[src/rtl/mux_rr_arbiter.sv]
`default_nettype none
// ============================================================================
// Module   : mux_rr_arbiter
// Purpose  : Two-requester round-robin arbiter owning the select line of a
//            WIDTH-bit bank of multiplexer_1bit cells (shared bus A/B).
// Revision : 1.0 - initial release
// ============================================================================

module multiplexer_1bit (
    input  logic a,
    input  logic b,
    input  logic select_bit,
    output logic y
);
    assign y = select_bit ? a : b;
endmodule

module mux_rr_arbiter #(
    parameter int WIDTH     = 8,
    parameter int MAX_BURST = 4,
    parameter int CNT_W     = 3
) (
    input  logic             clk,
    input  logic             reset,
    input  logic             req_a,
    input  logic             req_b,
    input  logic [WIDTH-1:0] data_a,
    input  logic [WIDTH-1:0] data_b,
    output logic             grant_a,
    output logic             grant_b,
    output logic             select_bit,
    output logic [WIDTH-1:0] data_out,
    output logic             valid_out
);

    typedef enum logic [1:0] {
        IDLE  = 2'd0,
        OWN_A = 2'd1,
        OWN_B = 2'd2
    } state_t;

    localparam logic [CNT_W-1:0] CNT_SAT   = CNT_W'(MAX_BURST);
    localparam logic [CNT_W:0]   BURST_LIM = (CNT_W+1)'(MAX_BURST);

    state_t           state;
    state_t           state_nxt;
    logic [CNT_W-1:0] cnt;
    logic [CNT_W:0]   cnt_inc;
    logic             burst_done;
    logic             last_a;

    // Extra bit keeps cnt+1 from wrapping when cnt sits at saturation.
    assign cnt_inc    = {1'b0, cnt} + (CNT_W+1)'(1);
    assign burst_done = (cnt_inc >= BURST_LIM);

    always_comb begin
        state_nxt = state;
        case (state)
            IDLE: begin
                if (req_a && req_b)
                    state_nxt = last_a ? OWN_B : OWN_A;
                else if (req_a)
                    state_nxt = OWN_A;
                else if (req_b)
                    state_nxt = OWN_B;
                else
                    state_nxt = IDLE;
            end
            OWN_A: begin
                if (!req_a)
                    state_nxt = req_b ? OWN_B : IDLE;
                else if (req_b && burst_done)
                    state_nxt = OWN_B;
                else
                    state_nxt = OWN_A;
            end
            OWN_B: begin
                if (!req_b)
                    state_nxt = req_a ? OWN_A : IDLE;
                else if (req_a && burst_done)
                    state_nxt = OWN_A;
                else
                    state_nxt = OWN_B;
            end
            default: state_nxt = IDLE;
        endcase
    end

    always_ff @(posedge clk or posedge reset) begin
        if (reset) begin
            state      <= IDLE;
            grant_a    <= 1'b0;
            grant_b    <= 1'b0;
            select_bit <= 1'b0;
            cnt        <= '0;
            last_a     <= 1'b0;
        end else begin
            state      <= state_nxt;
            grant_a    <= (state_nxt == OWN_A);
            grant_b    <= (state_nxt == OWN_B);
            select_bit <= (state_nxt == OWN_A);
            if (state_nxt != state) begin
                cnt <= '0;
                if (state_nxt != IDLE)
                    last_a <= (state_nxt == OWN_A);
            end else if (state_nxt != IDLE && cnt != CNT_SAT) begin
                cnt <= cnt + CNT_W'(1);
            end
        end
    end

    assign valid_out = grant_a | grant_b;

    genvar gi;
    generate
        for (gi = 0; gi < WIDTH; gi++) begin : g_mux
            multiplexer_1bit u_mux (
                .a          (data_a[gi]),
                .b          (data_b[gi]),
                .select_bit (select_bit),
                .y          (data_out[gi])
            );
        end
    endgenerate

endmodule

`default_nettype wire

[config.mk]
export PLATFORM = sky130hd
export DESIGN_NAME = mux_rr_arbiter
export DESIGN_NICKNAME = d
export VERILOG_FILES = /design/src/rtl/mux_rr_arbiter.sv
export SDC_FILE = /design/constraint.sdc
export NUM_CORES = 1
export LEC_CHECK = 0
export ABC_AREA = 1
export CAP_MARGIN = 20
export CORE_AREA = 4 4 41 43
export DETAILED_ROUTE_END_ITERATION = 7
export DIE_AREA = 0 0 45 47
export DONT_BUFFER_PORTS = 1
export GPL_ROUTABILITY_DRIVEN = 0
export PLACE_DENSITY_LB_ADDON = 0.08
export SYNTH_ARGS = -nofsm -noshare
export SYNTH_HDL_FRONTEND = slang
export SYNTH_HIERARCHICAL = 1
export SYNTH_SLANG_ARGS = --single-unit
[constraint.sdc]
create_clock -name clk -period 1.6 [get_ports clk]
set_input_delay 0.4 -clock clk [delete_from_list [all_inputs] [get_ports clk]]
set_output_delay 0.4 -clock clk [all_outputs]
set_load 0.005 [all_outputs]
### Word level (Yosys, flattened, before mapping)

Cells that the tools add are included.

* flip-flop bits (word level): 8
* input port bits: 20
* output and inout port bits: 12
* logic and storage cells: 43

* $add $sub $neg: 2
* order comparisons: 1
* eq/ne operators: 6
* mux-type cells: 20
* bitwise logic cells: 1
* reductions and logical operators: 8

Operator list (number)
* 2-bit two-way mux: 8
* 1-bit two-way mux: 9
* 3-bit two-way mux: 2
* 2-bit one-hot mux with 3 select lines: 1
* 3-bit by 1-bit adder with 4-bit output, second input constant: 1
* 2-bit by 1-bit equality test with 1-bit output, second input constant: 2
* 2-bit equality test, second input constant: 2
* 4-bit by 3-bit greater-or-equal comparator with 1-bit output, second input constant: 1
* 1-bit logical AND: 4
* 2-bit nonzero test: 2
* 3-bit by 1-bit adder with 3-bit output, second input constant: 1
* 3-bit != test, second input constant: 1
* 2-bit logical NOT: 1
* 2-bit != test: 1
* 2-bit AND reduction: 1
* 1-bit OR: 1

### Logic depth before layout (Yosys ltp)

Gate-level depths: netlist (run 1).

* depth after elaboration: 10
* gate-level depth with buffers: 14
* gate-level depth less buffers: 14

### Modules after synthesis

Netlist (run 1), hierarchy kept.

By module, submodules not included
* mux_rr_arbiter: instances 1, cells an instance 79, area each 544.3 um^2, seq. area each 200.2 um^2
* multiplexer_1bit: instances 8, cells an instance 4, area each 15.0 um^2, seq. area each 0.0 um^2

### Worst setup path before layout (run 1)

No wires, ideal clock.

* path kind: register -> register
* from: register cnt[0]
* to: register cnt[1]
* setup time: 0.118 ns
* data arrival time: 1.389 ns
* data required time: 1.482 ns
* setup slack: 0.093 ns
* cell stages (with the launch flop): 14
* buffers on the path: 0
* period minus slack after synthesis: 1.507 ns
* path through: dfrtp_1 -> ha_1 -> inv_1 -> nand2_1 -> nand3_2 -> nand2_1 -> nand3_1 -> nand2_2 -> nor2_4 -> nand2_2 -> nand2_2 -> nand2_1 -> nand2_1 -> nor2_2

* word-level cells in the longest chain between the ends: 9
* elaborated cells on any way between the ends: 17
* those cells by class: add/sub (2); order compare (1); eq/ne (2); mux (7); reduce/logical (5)

Ends and longest elaborated chain
* start, declared: RTL line 47 `logic [CNT_W-1:0] cnt;`
* start signal, assigned: RTL line 107 `cnt <= cnt + CNT_W'(1);`
* 3-bit by 1-bit adder with 4-bit output: RTL line 53 `assign cnt_inc = {1'b0, cnt} + (CNT_W+1)'(1);`
* 4-bit by 3-bit greater-or-equal comparator with 1-bit output: RTL line 54 `assign burst_done = (cnt_inc >= BURST_LIM);`
* 1-bit logical AND (on tied branches): RTL line 80, 72
* 2-bit two-way mux (on tied branches): RTL line 80, 72
* 2-bit two-way mux (on tied branches): RTL line 78, 70
* 2-bit one-hot mux with 3 select lines: RTL line 58 `case (state)`
* 2-bit nonzero test: RTL line 106 `end else if (state_nxt != IDLE && cnt != CNT_SAT) begin`
* 1-bit logical AND: RTL line 106
* 2-bit nonzero test (no line)

Parallel ways exist; a longest one is shown, timed or not. The select of a mux whose other input is x is not followed.
A chain may end at the register's enable or synchronous reset.

### Worst setup path in the final report (run 1)

* from: register cnt[1]
* to: register state[0]

* word-level cells in the longest chain between the ends: 6
* elaborated cells on any way between the ends: 9
* those cells by class: add/sub (1); order compare (1); mux (5); reduce/logical (2)

Ends and longest elaborated chain
* 3-bit by 1-bit adder with 4-bit output *: RTL line 53
* 4-bit by 3-bit greater-or-equal comparator with 1-bit output *: RTL line 54
* 1-bit logical AND (on tied branches): RTL line 80, 72
* 2-bit two-way mux (on tied branches): RTL line 80, 72
* 2-bit two-way mux (on tied branches): RTL line 78, 70
* 2-bit one-hot mux with 3 select lines *: RTL line 58
* named net state_nxt[0]: RTL line 46 `state_t state_nxt;`
* end signal, assigned: RTL line 98 `state <= state_nxt;`
* end, declared: RTL line 45 `state_t state;`

Mark *: on every way through the listed nets, which the timed path passes. The rest lies on a longest branch.

==> results of run 1 <==
==> final timing paths <==
path                        start    endpoint  slack, ps  cells past startpoint
setup / recovery           cnt[1]    state[0]         30                     11
hold / removal             last_a      last_a        480                      2
setup reg to reg           cnt[1]    state[0]         30                     11
hold reg to reg            last_a      last_a        480                      2
max in group asynchronous   reset  select_bit        810                      2
min in group asynchronous   reset      cnt[0]        530                      2
==> routing by layer <==
metal  global-route usage  wire length (um)  share of wire
met1                0.151               577           0.37
met2                0.280               792           0.51
met3               0.0575               178           0.12
met4               0.0351                 0              0
met5                    0                 0              0
==> where the power goes <==
group	leakage (nW)	internal [mW]	switching, mW
combinational	0.384	0.405	0.533
sequential	0.101	0.285	0.117
clock	0.0138	0.0865	0.0789
total	0.499	0.777	0.729
==> sequential cells by signal, indices dropped and copies added, names as in the netlist <==
signal	count
cnt	3
grant_b	1
last_a	1
select_bit	1
state	2
==> worst max-delay path, stage by stage, from the launching register on <==
cell and delay (ps):
dfrtp_1 390, ha_2 200, nand2_2 80, nand3_4 100, nand3_2 80, nand2_1 60
nand2_2 90, nand2_4 70, buf_4 150, buf_4 120, buf_4 120, inv_1 40
==> stage by stage <==
stage          hold WS [ps]  setup WS, ps
5_1_grt                 499         -86.7
2_1_floorplan           216          93.4
6_report                476          34.1
3_3_place_gp            263          29.0
4_1_cts                 464         0.221
3_5_place_dp            266         -23.9
==> layout by cell type, fill, tap and decap left out, types with 2 or more instances in the layout <==
master / count
a21oi_1: 2
buf_4: 9
clkbuf_4: 3
dfrtp_1: 7
inv_1: 21
inv_2: 2
nand2_1: 40
nand2_2: 8
nand2_4: 3
nand3_1: 7
nand3_2: 3
nor2_1: 6
nor2_2: 2
nor2_4: 2
==> repair_timing <==
item                                    4_1_cts  5_1_grt
pin swaps                                     1        9
setup buffers                                 2        2
hold buffers                                  1        0
gates resized for setup                       4       14
hold endpoints to repair                      8        0
endpoints found under the setup margin        5        5
==> logic make-up (layout without fill, tap and decap cells) <==
kind of cell               count (synthesis)  count (layout)
and+or+nand+nor                           74              74
buffers and inverters                     24              36
DFF                                        8               8
AOI/OAI and AO/OA                          3               3
adders and majority gates                  2               2
==> area by class of cell <==
class / instances / area, um2 / area share
clock buffer: 3 / 22.5 / 0.0268
inverter: 23 / 86.3 / 0.103
multi-input combinational: 79 / 434 / 0.516
sequential: 8 / 201 / 0.240
tap: 15 / 18.8 / 0.0223
timing repair buffer: 10 / 77.6 / 0.0923
==> run metrics, run 1 <==
status=finished, final reports clean; detailed placement HPWL=1080 um; list of most frequent post-synthesis cells=nand2_1, inv_1, nand3_1; Critical Path AT=1760 ps; Synth Cell Area=roughly 660 um2; Pins Over Slew Limit=0; most common cell in the synthesized netlist=nand2_1; CTS Buf Count=3; Synth area leader=dfrtp_1; Post-synth EDFFs=0; post-synthesis instance total=111; Avg Inst Size Synth=~6.0 um2; period utilization=0.979; Post-Syn Nets=133; Overflow after GRT=0; Yosys top cell area share=0.301; area grow syn2layout=26.6%; NumNets Final=147; Pwr Density=1790 mW/mm2; largest family of logic cells by synthesized area=simple AND/OR/NAND/NOR gates; Starting Density=0.511; Setup Skew=8.69 ps; share of the core filled with cells=0.646; Setup TNS=0 ps; CTS tree=done; Max Cap Violations=0; Synth Register Bits=8; CTS sink count=8; Iter 0 DRT Violations=11; die height=47 um; min cycle time layout=~1600 ps; vias in the first global route=585; Final Routed Wirelength=approximately 1500 um; VDD IR max=953 uV; post-synthesis sequential area ratio=0.301; CTS clk-pin slew, worst paths=60 ps; Critical Path Start Type=flop; I/O pin cnt=32; Yosys cell types=16; CTS Root Cell=clkbuf_4; fraction of layout cells with a size suffix above 1=0.309; CP Max Fanout=4; crit path kind=reg2reg; mux cell area share after synthesis=0; top_reg_cell synth=dfrtp_1; Worst Hold Class=reg2reg; Syn. warnings=6; largest net degree at the start of global routing=20; WP data required=approximately 1800 ps; Final Cell Area=841 um2; I/O Buffers=0; Routed Antenna Nets=0; FMAX=approximately 640 MHz; Final Hold Fails=0; relative slew slack=0.764; initial antenna violation count=0; placed instance area=713 um2; drt first pass iters=4; unrepaired setup endpoints after global routing=true; area share of fa/ha/maj cells after synthesis=0.0377; die area=0.00212 mm2; Die Wd=45 um; clk buf depth=2; H-tree levels=1; area share of xor/xnor cells in the synthesized design=0; Compound-Gate Fraction of Synth Area=0.0226; Fillers=120; Final setup viols=0; measured slew at the worst slew-check pin=353 ps; Core Box Area=between 0.001 and 0.0015 mm2; WL per Instance=11.2 um; Synth async-reset ratio=1.00; non-filler cells, final=between 100 and 150; insertion delay to the later sink of the worst-skew pair=260 ps; DRC errors left=0; first-pass GRT wire length=2210 um; Post-Synth Simple-Gate Area=0.497; gr usage total=0.147; Pleak=0.499 nW; via/cell ratio=about 5; row count=13; Placed Cells=130; n_diodes=0; vias=693; crit end category=flop; Power, Total=between 1.5 and 2 mW; synth top area cells=dfrtp_1, nand2_1, inv_1
Note: power is estimated with default switching activity, not from simulation.
==> inputs of run 2 (changes only) <==
- CORE_AREA: 4 4 41 43 -> 10 10 47 49
- DIE_AREA: 0 0 45 47 -> 0 0 57 59
==> run 2 against run 1 <==
The flow now finishes with violations (negative setup slack); sequential cell count stayed put; clock power is 8% lower; sequential share of layout area is 1.6 points lower; utilization is 0.24 points lower; fmax is 2.9% lower; non-clock buffer count stayed put; global-route usage is 5.7 points lower; critical path depth is 2 higher; die area is 59% higher; via count is 2.3% lower; combinational power is 9.7% higher; largest cell class unchanged.
==> run metrics, run 2 (same netlist as run 1, synthesis figures left out) <==
Iter 0 DRT Violations=9; Placed Cells=130; die height=59 um; VDD IR max=940 uV; CP Max Fanout=4; Power, Total=1.59 mW; area grow syn2layout=35.8%; commonest non-fill, non-tap cell in the layout=nand2_1; row count=14; Worst Reg-to-Reg Cells=13; Core Box Area=0.00140 mm2; NumNets Final=147; min cycle time layout=1610 ps; vias in the first global route=592; Final Hold Fails=0; Worst Hold Class=in2reg; period utilization=1.01; Final Routed Wirelength=1720 um; FMAX=about 620 MHz; Starting Density=0.474; crit path cell chain=ha_4 > inv_2 > nand2_4 > nand3_4 > nand3_2 > nand2_2 > nand2_4 > nand2_4 > nand2_4 > nand3_2 > nand2_1 > nand2_1 > nand2_1; detailed placement HPWL=1210 um; first-pass GRT wire length=approximately 2500 um; placed instance area=707 um2; crit end category=flop; via/cell ratio=4.87; Seq. cell area=between 200 and 250 um2; CTS Root Cell=clkbuf_4; crit path kind=reg2reg; Fillers=124; Setup crit start=cnt[1]; WP data required=roughly 1700 ps; Most common cell on crit path=nand2_4; CTS clk-pin slew, worst paths=50 ps; Critical Path Start Type=flop; initial antenna violation count=0; relative slew slack=0.757; Worst path depth=13; I/O pin cnt=32; die area=0.00336 mm2; Die Wd=roughly 57 um; measured slew at the worst slew-check pin=365 ps; area of the multi-input gates=494 um2; CP bufs+invs=1; drt first pass iters=4; commonest non-fill, non-tap cells in the layout=nand2_1, inv_1, nand2_2, buf_4; origin of the critical flop-to-flop path=cnt[1]; insertion delay to the later sink of the worst-skew pair=250 ps; largest net degree at the start of global routing=19; capture point of the worst path=last_a; dpl ws=-14.2 ps; Pwr Density=1770 mW/mm2; vias=677; Pins Over Slew Limit=0; CP max stage delay=410 ps; Setup Skew=7.13 ps; Routed Antenna Nets=0; fraction of layout cells with a size suffix above 1=0.390; n_diodes=0; failing checks=negative setup slack; Largest Register=cnt; Largest regs=cnt: 3 flops, state: 2 flops; WL per Instance=12.4 um; reg2reg setup slack=-10 ps; Pleak=0.515 nW; Max Cap Violations=0; max reg flops=3; DRC errors left=0; Slowest cell on crit path=dfrtp_1; Final setup viols=2; CTS Buf Count=3; non-filler cells, final=between 100 and 150; CTS sink count=8; status=finished with violations; fin worst setup slack=-13.0 ps; Critical Path AT=about 1800 ps; CTS tree=done; I/O Buffers=0; clk buf depth=2; Final Cell Area=902 um2; CP top delay family=simple AND/OR/NAND/NOR gates; H-tree levels=1; unrepaired setup endpoints after global routing=true; worst flop-to-flop path endpoint=last_a; Overflow after GRT=0; gr usage total=0.0905
-- run 2: cell counts in the layout (fill, tap and decap cells not counted) --
Identical to the previous run, type by type.
-- run 2: per-stage QoR --
step | hold WS [ps] | setup TNS (ps) | util
floorplan | 216 | 0 | -
global placement | 255 | 0 | 0.504
detailed placement | 256 | -49.0 | 0.504
CTS | 481 | 0 | 0.551
global route | 526 | -396 | 0.644
finish | 503 | -21.0 | 0.644
-- run 2: how the worst min path moves through the flow --
stage,startpoint,endpoint,cells past startpoint
floorplan,reset,cnt[0],1
global placement,reset,select_bit,1
detailed placement,reset,grant_b,1
CTS,req_a,last_a,4
global route,req_a,last_a,4
finish,req_a,last_a,4
-- run 2: routing by layer --
metal | track usage | vias up | wire length, um
met4 | 0.0101 | 0 | 0
li1 | - | 351 | -
met3 | 0.0837 | 0 | 267
met5 | 0 | - | 0
met2 | 0.152 | 29 | 808
met1 | 0.0822 | 297 | 648
-- run 2: layout make-up --
type                       count  share of cell area
sequential                     8               0.223
clock buffer                   3              0.0250
tap                           16              0.0222
timing repair buffer          10              0.0860
inverter                      23              0.0957
multi-input combinational     79               0.548
-- run 2: power by group --
part           total (mW)  switching (mW)  leakage, nW  internal, mW
Sequential          0.410           0.124        0.101         0.286
Combinational        1.03           0.596        0.400         0.437
Clock               0.151          0.0656       0.0138        0.0856
Total                1.59           0.786        0.515         0.808
-- run 2: worst register-to-register path, stage by stage (launching register included) --
cell and delay, ps:
dfrtp_1 410, ha_4 190, inv_2 60, nand2_4 50, nand3_4 120, nand3_2 90
nand2_2 90, nand2_4 60, nand2_4 100, nand2_4 60, nand3_2 80, nand2_1 70
nand2_1 70, nand2_1 50
-- run 2: timing repair --
item | 4_1_cts | 5_1_grt
gates resized for setup | 3 | 30
endpoints found under the setup margin | 4 | 6
buffers inserted | 3 | 2
endpoints found under the hold margin | 8 | 0
hold buffers | 1 | 0
pin swaps | 3 | 14
==> edit 1 (config.mk and constraints of run 1) <==
Change the parameter `WIDTH` from 8 to 7.
--- a/src/rtl/mux_rr_arbiter.sv
+++ b/src/rtl/mux_rr_arbiter.sv
@@ -16,7 +16,7 @@
 endmodule
 
 module mux_rr_arbiter #(
-    parameter int WIDTH     = 8,
+    parameter int WIDTH     = 7,
     parameter int MAX_BURST = 4,
     parameter int CNT_W     = 3
 ) (
Ports: changed (resized data_a, data_b and data_out); port bits go from 32 to 29. No check against the original RTL was run, so the function may have changed too.
==> edit 1 against run 1 <==
  * Cell count shrank 2.2%
  * Design area shrank 1.6%
  * Core utilization shrank 1.1 points
  * Synthesized cell count shrank 3.6%
  * Sequential share of layout area grew 0.40 points
  * Area after synthesis shrank 2.3%
  * Total power shrank 3.2%
  * Via count shrank 8.5%
  * Sequential cell count is the same
  * Global-route usage shrank 0.48 points
  * Worst setup slack lost 0.023 ns
  * Wire length shrank 2.1%
  * Combinational power shrank 3.5%
  * Critical path type unchanged
  * Highest routed layer is now met4
==> edit 1: results (changes against run 1) <==
wl_met1_um: 626  # +8.5%
ctsHoldBuffers: 1  # unchanged
fin_crit_sh_pct: 99.3  # +1.5 points
p_comb_uw: 906  # -3.5%
nNetsFinal: 142  # -3.4%
track_usage_pct: 14.3  # -0.48 points
clk_pin_slew_worst_paths_ns: 0.06  # about the same
r2r_start: "cnt[1]"
synthTopCellsByArea: "dfrtp_1 (31%), nand2_1 (25%), inv_1 (12%), nand3_1 (7.7%), nand2_2 (4.8%)"
antenna_found_initial: 0  # unchanged
status: "finished clean"
grt_max_degree: 18  # -10%
p_leak_nw: 0.492  # -1.4%
endpoint: "select_bit"
path_delay_family: "buffers and inverters"
skew_ns: 0.00389  # -0.00480 ns
dp_hpwl_um: 1140  # +5.9%
internal-power_uw: 772  # -0.61%
power.share.clock_pct: 10.8  # -0.2 points
use_met1_pct: 16.7  # +1.6 points
grt_first_pass_wirelength_um: 2160  # -2.5%
arrival_ns: 1.78  # +0.02 ns
ys_top_cells_by_count: "nand2_1 (43), inv_1 (21), nand3_1 (10)"
syn-mean-instance-area_um2: 6.07  # +1.4%
wirelength_um: 1520  # -2.1%
wl_met2_um: 762  # -3.8%
drive_gt1_share_pct: 32.5  # +1.6 points
use_met3_pct: 1.92  # -3.8 points
dp_slack_ns: -0.0218  # +0.00212 ns
power_density_nw_per_um2: 1760  # -1.6%
diodes: 0  # unchanged
crit_fanout: 4  # unchanged
numCtsBuffers: 3  # unchanged
cts_setup_buffers: 1  # -1
vdd_ir_drop_max_uv: 905  # -5.1%
worstHoldPathType: "reg -> reg"
cpMaxStageDelayCell: "dfrtp_1"
critPathMaxStageDelay_ns: 0.39  # about the same
dr_wl_met3_um: 105  # -41%
grt_use_met2_pct: 24.6  # -3.4 points
fillers: 127  # +5.8%
dpl.cell_count: 128  # -1.5%
vias: 634  # -8.5%
async_flop_share_pct: 100  # unchanged
first_global_vias: 529  # -9.6%
cts-resized-gates: 5  # +1
relSlewSlack_pct: 75.2  # -1.3 points
viasPerCell: 4.70  # -6.5%
top_layer_used: "met4"
ys_seq_area_share_pct: 30.8  # +0.70 points
-- edit 1: cell count changes after synthesis --
cell,delta
inv_1,-1
nand2_1,-3
-- edit 1: final cells by class --
type | instances | area (um^2) | area share [%]
Tap cell | 15 | 18.8 | 2.27
Inverter | 22 | 82.6 | 9.98
Sequential cell | 8 | 201 | 24.4
Clock buffer | 3 | 22.5 | 2.72
Multi-Input combinational cell | 76 | 417 | 50.4
Timing Repair Buffer | 11 | 85.1 | 10.3
-- edit 1: worst min path at each step --
stage,start,endpoint,slack (ns),depth (start not counted)
6_report,last_a,last_a,0.49,2
2_1_floorplan,reset,cnt[0],0.22,1
4_1_cts,last_a,last_a,0.49,2
3_5_place_dp,reset,grant_b,0.27,1
3_3_place_gp,reset,cnt[2],0.26,1
5_1_grt,last_a,last_a,0.54,2
-- edit 1: cells by family after synthesis --
logic type	count (synthesis)	share of synthesized area [%]
compound gates	3	2.31
simple gates	71	49.1
buf+inv	23	13.9
fa+ha+maj	2	3.85
flops	8	30.8
==> edit 2 (settings of run 1) <==
Without the edit above. Encoding of `state_t`: now one-hot (3 bits for 3 states).
--- a/src/rtl/mux_rr_arbiter.sv
+++ b/src/rtl/mux_rr_arbiter.sv
@@ -33,10 +33,10 @@
     output logic             valid_out
 );
 
-    typedef enum logic [1:0] {
-        IDLE  = 2'd0,
-        OWN_A = 2'd1,
-        OWN_B = 2'd2
+    typedef enum logic [2:0] {
+        IDLE  = 3'b001,
+        OWN_A = 3'b010,
+        OWN_B = 3'b100
     } state_t;
 
     localparam logic [CNT_W-1:0] CNT_SAT   = CNT_W'(MAX_BURST);
Check against the original RTL: no difference found for any inputs over 10 cycles, from zero or initial values and one cycle with reset high; not proved beyond that.
==> edit 2 against run 1 <==
  * Total power fell by 12%
  * Critical path type unchanged
  * Clock power shrank 2%
  * Critical endpoint is now last_a
  * Combinational power shrank 22%
  * Sequential cell count up 1
  * Design area fell by 5.8%
  * Fmax rose by 3.9%
  * Wire length down 13%
  * Largest cell class unchanged
  * Worst setup slack better by 0.059 ns
  * Global-route usage fell by 2.6 points
  * Via count fell by 9.2%
  * Area after synthesis rose by 2.1%
==> edit 2: results (changes against run 1) <==
status: "finished clean"
arrival_ns: 1.65  # -0.11 ns
first_global_vias: 501  # -14%
clk_pin_slew_worst_paths_ns: 0.05
placed_area_um2: 697  # -2.3%
skew_ns: 0.00138  # -0.00732 ns
synthAdderAreaFrac_pct: 3.69  # -0.076 points
wl_per_cell_um: 10.5  # -6.3%
synthXorXnorAreaFrac_pct: 2.58  # +2.6 points
syn-mean-instance-area_um2: 6.52  # +8.9%
drive_gt1_share_pct: 23.0  # -7.9 points
dp_hpwl_um: 1000  # -6.9%
nNetsFinal: 136  # -7.5%
relSlewSlack_pct: 79.2  # +2.8 points
cts_setup_buffers: 0  # -2
ys_top_cells_by_count: "nand2_1 (38), inv_1 (22), dfrtp_1 (8), nor2_1 (8), nand3_1 (7)"
synthTopCellsByArea: "dfrtp_1 (30%), nand2_1 (21%), inv_1 (12%), nand3_1 (5.2%), nor2_1 (4.4%)"
dpl.cell_count: 119  # -8.5%
viasPerCell: 4.91  # -2.1%
crit_fanout: 5  # +1
worstHoldPathType: "in -> reg"
htree_levels: 1  # unchanged
grt_first_pass_wirelength_um: 1830  # -17%
synth_cell_type_count: 20  # +4
cpMaxStageDelayCell: "dfstp_2"
vdd_ir_drop_max_uv: 866  # -9.1%
drt_iter0_drc: 7  # -4
track_usage_pct: 12.1  # -2.6 points
ys_seq_area_share_pct: 33.4  # +3.3 points
cts-resized-gates: 1  # -3
fin_crit_sh_pct: 94.2  # -3.7 points
synth_compound_gate_area_share_pct: 5.17  # +2.9 points
fin_cells: 128  # -7.2%
synth.area.mux_share_pct: 1.48  # +1.5 points
[edit 2: cell count changes after synthesis, sizes merged, moves of 2 or more]
cell / before / now
nand2: 51 / 41
nand3: 11 / 9
nor2: 10 / 8
xor2: 0 / 2
[edit 2: per-layer routing]
layer	wire (um)	global-route usage, %	vias up
met1	516	13.0	272
met4	9	10.5	0
li1	-	-	327
met5	0	0	-
met2	654	20.6	28
met3	164	1.92	2
[edit 2: final timing paths]
check / start / to / slack [ns] / depth (start not counted)
min in group asynchronous: reset / cnt[0] / 0.54 / 2
max in group asynchronous: reset / state[0] / 0.77 / 2
worst min register to register: last_a / last_a / 0.52 / 2
worst max-delay path: state[0] / last_a / 0.09 / 10
worst max register to register: state[0] / last_a / 0.09 / 10
worst min-delay path: req_a / select_bit / 0.34 / 2
[edit 2: power by group]
group | total [mW] | switching (mW) | internal (mW)
combinational | 0.728 | 0.415 | 0.313
sequential | 0.437 | 0.114 | 0.323
clock | 0.161 | 0.0662 | 0.0952
[edit 2: per-stage QoR]
step / hold slack (ns) / setup slack [ns]
floorplan: 0.227 / 0.184
global route: 0.346 / -0.0250
CTS: 0.329 / 0.0537
finish: 0.336 / 0.0928
global placement: 0.259 / 0.0639
detailed placement: 0.261 / 0.0603
[edit 2: cells by family after synthesis]
kind of cell | count (synthesis)
simple gates | 61
compound gates | 5
mux | 1
buf+inv | 24
flops | 9
fa+ha+maj | 2
xor+xnor | 2
[edit 2: area by class of cell]
cell class / instances / area (um^2) / area share, %
clock buffers: 4 / 26.3 / 3.32
repair buffers: 6 / 47.5 / 6.00
inverters: 23 / 86.3 / 10.9
flip-flops and latches: 9 / 228 / 28.8
multi-input cells: 71 / 385 / 48.7
well taps: 15 / 18.8 / 2.37
